File: src/rtl/quad_decoder_pkg.sv
// Shared types and defaults for the quadrature decoder: state encoding and debounce depth.
package quad_decoder_pkg;

  localparam int DEBOUNCE_CYCLES_DEFAULT = 4;

  // Each state is encoded as the filtered {A,B} pair it represents.
  typedef enum logic [1:0] {
    S00 = 2'b00,
    S01 = 2'b01,
    S11 = 2'b11,
    S10 = 2'b10
  } quad_state_t;

  function automatic quad_state_t cw_next(input quad_state_t s);
    case (s)
      S00:     return S01;
      S01:     return S11;
      S11:     return S10;
      default: return S00;
    endcase
  endfunction

endpackage

File: src/rtl/quadrature_decoder_debounce_filter.sv
// One encoder channel: 2-flop synchronizer followed by a tick-driven debounce counter.
module debounce_filter
  import quad_decoder_pkg::*;
#(
  parameter int DEBOUNCE_CYCLES = DEBOUNCE_CYCLES_DEFAULT
) (
  input  logic clock,
  input  logic reset,
  input  logic sample_enable,
  input  logic pin,
  output logic filtered
);

  localparam int CW = $clog2(DEBOUNCE_CYCLES) + 1;

  logic          sync1;
  logic          sync2;
  logic [CW-1:0] cnt;

  always_ff @(posedge clock) begin
    if (reset) begin
      sync1    <= 1'b1;
      sync2    <= 1'b1;
      filtered <= 1'b1;
      cnt      <= '0;
    end else begin
      sync1 <= pin;
      sync2 <= sync1;
      // The counter only moves on ticks; any agreeing tick restarts the run.
      if (sample_enable) begin
        if (sync2 == filtered) begin
          cnt <= '0;
        end else if (cnt == CW'(DEBOUNCE_CYCLES - 1)) begin
          filtered <= sync2;
          cnt      <= '0;
        end else begin
          cnt <= cnt + 1'b1;
        end
      end
    end
  end

endmodule

File: src/rtl/quadrature_decoder.sv
// x4 quadrature decoder with per-channel debounce; QUAD_DECODER_ERROR_EN enables the error pulse.
module quadrature_decoder
  import quad_decoder_pkg::*;
#(
  parameter int DEBOUNCE_CYCLES = DEBOUNCE_CYCLES_DEFAULT
) (
  input  logic       clock,
  input  logic       reset,
  input  logic       sample_enable,
  input  logic       enc_a,
  input  logic       enc_b,
  output logic       count_up,
  output logic       count_down,
  output logic       error,
  output logic [1:0] state_dbg,
  output logic [1:0] filtered_dbg
);

  logic        filt_a;
  logic        filt_b;
  quad_state_t state;
  quad_state_t filt_state;

  debounce_filter #(.DEBOUNCE_CYCLES(DEBOUNCE_CYCLES)) u_filt_a (
    .clock         (clock),
    .reset         (reset),
    .sample_enable (sample_enable),
    .pin           (enc_a),
    .filtered      (filt_a)
  );

  debounce_filter #(.DEBOUNCE_CYCLES(DEBOUNCE_CYCLES)) u_filt_b (
    .clock         (clock),
    .reset         (reset),
    .sample_enable (sample_enable),
    .pin           (enc_b),
    .filtered      (filt_b)
  );

  assign filt_state   = quad_state_t'({filt_a, filt_b});
  assign state_dbg    = state;
  assign filtered_dbg = {filt_a, filt_b};

`ifdef QUAD_DECODER_ERROR_EN
  logic err_q;
  assign error = err_q;
`else
  assign error = 1'b0;
`endif

  // The state always follows the filtered pair, so an illegal jump resynchronises.
  always_ff @(posedge clock) begin
    if (reset) begin
      state      <= S11;
      count_up   <= 1'b0;
      count_down <= 1'b0;
`ifdef QUAD_DECODER_ERROR_EN
      err_q      <= 1'b0;
`endif
    end else begin
      state      <= filt_state;
      count_up   <= (filt_state == cw_next(state));
      count_down <= (state == cw_next(filt_state));
`ifdef QUAD_DECODER_ERROR_EN
      err_q      <= (filt_state == quad_state_t'(~state));
`endif
    end
  end

endmodule

File: config.mk
export PLATFORM = sky130hd
export DESIGN_NAME = quadrature_decoder
export DESIGN_NICKNAME = d
export VERILOG_FILES = /design/src/rtl/quad_decoder_pkg.sv /design/src/rtl/quadrature_decoder_debounce_filter.sv /design/src/rtl/quadrature_decoder.sv
export SDC_FILE = /design/constraint.sdc
export NUM_CORES = 1
export LEC_CHECK = 0
export ABC_AREA = 1
export CORE_AREA = 2 2 57 59
export CTS_CLUSTER_DIAMETER = 120
export DETAILED_ROUTE_END_ITERATION = 12
export DIE_AREA = 0 0 59 61
export GPL_TIMING_DRIVEN = 0
export PLACE_DENSITY_LB_ADDON = 0.2
export SLEW_MARGIN = 20
export SYNTH_ARGS = -nofsm -noshare
export SYNTH_HDL_FRONTEND = slang
export SYNTH_HIERARCHICAL = 1
export SYNTH_SLANG_ARGS = --single-unit
File: constraint.sdc
create_clock -name clock -period 2 [get_ports clock]
set_input_delay 0.4 -clock clock [delete_from_list [all_inputs] [get_ports clock]]
set_output_delay 0.4 -clock clock [all_outputs]
set_load 0.01 [all_outputs]
==> metrics.txt, run 1 <==
max cap viols 0; Max IR drop VDD about 0.42 mV; share of cells above drive strength 1 20.7%; Post-CTS Setup Bufs 0; Final #Nets 119; final setup fails 0; period utilisation layout 91.3%; Chip Width approximately 60 um; vias per cell ~4.0; Multi-input gate area 294 um^2; CTS max path bufs 2; routability cong. between 0.7 and 0.8; root buf cell clkbuf_4; setup TNS 0 ps; slowest CP cell clkdlybuf4s50_1; critical path class register to primary output; most frequent cells in the layout nand2_1, inv_1, dfxtp_1; Initial Utilization 24.2%; CP Launch Type register; unrepaired setup endpoints after global routing no; power per standard cell area 641 nW/um^2; Pins Over Slew Limit 0; Synth Net Count 104; first-pass GRT wire length a little under 2000 um; initial antenna violation count 0; clk_skew just over 0.7 ps; drt pass-1 iters 4; number of global-route vias before repair about 500; Critical Path RT approximately 1600 ps; Max Clk Rate ~550 MHz; flops & latches, synth 16; DRC 0; Die H 61 um; r2r setup slk 1020 ps; DR vias 578; Worst-path clk slew 90 ps; antenna diode count 0; hold crit path type register to register; worst skew pair latency about 280 ps; FP Rows 20; LEAKAGE 0.450 nW; fin cells between 100 and 150; Arrival @ worst endpoint around 1400 ps; outcome completed; GR Util All Layers 7.60%; register area between 300 and 400 um^2; port bufs 10; worst path cell trace buf_4 -> clkdlybuf4s50_1; CTS tree done; placed cell count 140; Mapped Cells a little under 100; final WL 1170 um; ANT nets after route 0; drt wl/cell slightly above 8 um; Worst Setup End Kind primary output; min Tclk post-route between 1500 and 2000 ps; Mapped Area a little over 700 um^2; Critical Path Max Stage Delay ~520 ps; final hold violation count 0; CTS resizes 0; CP max FO 7; number of fill cells 321; Syn-to-layout area delta 24.8%; core area 2950 um^2; Mean Syn Cell Area ~7.4 um^2; Hold-fix buffers, CTS 0; Ys Warns 6; dpl hpwl 859 um; Yosys cell types 17; initial drt markers 9; # IOs 12; cts bufs inserted 3; H-Tree Depth 1; Sink Count 16; register area share after synthesis between 40% and 50%; largest net degree at the start of global routing 13; most common cell after layout, fill and taps aside nand2_1; global route overflow 0; die area 3600 um^2
[worst paths after layout]
| kind | startpoint | endpoint | cells after the start |
|---|---|---|---|
| max | u_filt_a/filtered | filtered_dbg[1] | 2 |
| min | u_filt_b/sync1 | u_filt_b/sync2 | 1 |
| max reg2reg | u_filt_a/cnt[0] | u_filt_a/cnt[0] | 6 |
| min reg2reg | u_filt_b/sync1 | u_filt_b/sync2 | 1 |
[cells in the mapped netlist (all sizes together)]
library cell | count | area [um^2]
a21oi | 6 | 37.5
buf | 3 | 22.5
conb | 1 | 3.75
dfxtp | 16 | 320
ha | 2 | 25.0
inv | 21 | 78.8
nand2 | 27 | 111
nand3 | 8 | 40.0
nand4 | 2 | 12.5
nor2 | 4 | 20.0
o21ai | 2 | 10.0
or2 | 4 | 25.0
xnor2 | 1 | 8.76
[sequential cells by signal (all words and copies together), names as in the netlist]
| name | flops |
|---|---|
| u_filt_a/filtered | 1 |
| u_filt_a/cnt | 3 |
| u_filt_b/sync2 | 1 |
| u_filt_b/filtered | 1 |
| count_down | 1 |
| count_up | 1 |
| u_filt_b/cnt | 3 |
| u_filt_b/sync1 | 1 |
| state_dbg | 2 |
| u_filt_a/sync1 | 1 |
| u_filt_a/sync2 | 1 |
[report_power, final]
part	total (mW)	leakage (nW)	internal (mW)	switching [mW]
Clock	0.212	0.0210	0.111	0.102
Sequential	0.326	0.130	0.324	0.00247
Combinational	0.0340	0.299	0.0156	0.0184
Total	0.573	0.450	0.450	0.122
[final cells by class]
type	count	share of cell area [%]
buffer	3	2.52
clock buffer	4	4.06
inverter	21	8.82
multi-input combinational	57	32.9
sequential	16	35.9
tap	33	4.62
timing repair buffer	10	11.2
[metrics by stage]
step	hold WS, ps	power, mW	utilization [%]	cell area (um^2)	worst slack (ps)
6_report	419	0.573	30.3	893	175
5_1_grt	437	0.604	30.3	893	81.8
4_1_cts	423	0.586	30.3	893	143
3_5_place_dp	398	0.368	29.0	857	435
3_3_place_gp	397	0.367	29.0	857	445
2_1_floorplan	392	0.351	-	716	1040
[worst max-delay path: cells and delay by family, from the launching register on]
family	cells	cell delay [ps]
buffers and inverters	2	670
DFF	1	470
[cells by family (layout without fill, tap and decap cells)]
kind of cell,after synthesis,after routing,synth area share (%)
simple gates,45,45,29.2
buf+inv,24,38,14.2
flops,16,16,44.8
compound gates,8,8,6.64
fa+ha+maj,2,2,3.50
other cells,1,1,0.524
xor+xnor,1,1,1.22
[routing by layer]
metal	share of wire (%)	track usage (%)	wire, um	vias to the layer above
li1	-	-	-	318
met1	48	7.90	559	244
met2	44	12.7	509	14
met3	7.1	4.48	83	2
met4	1.2	2.92	14	0
met5	0	0	0	-
(Power assumes the default switching activity.)
==> inputs of run 2 (changes only) <==
Settings changed: CTS_CLUSTER_SIZE from default to 40.
==> results of run 2 <==
Final layout, timing and power as in run 1 (identical DEF).
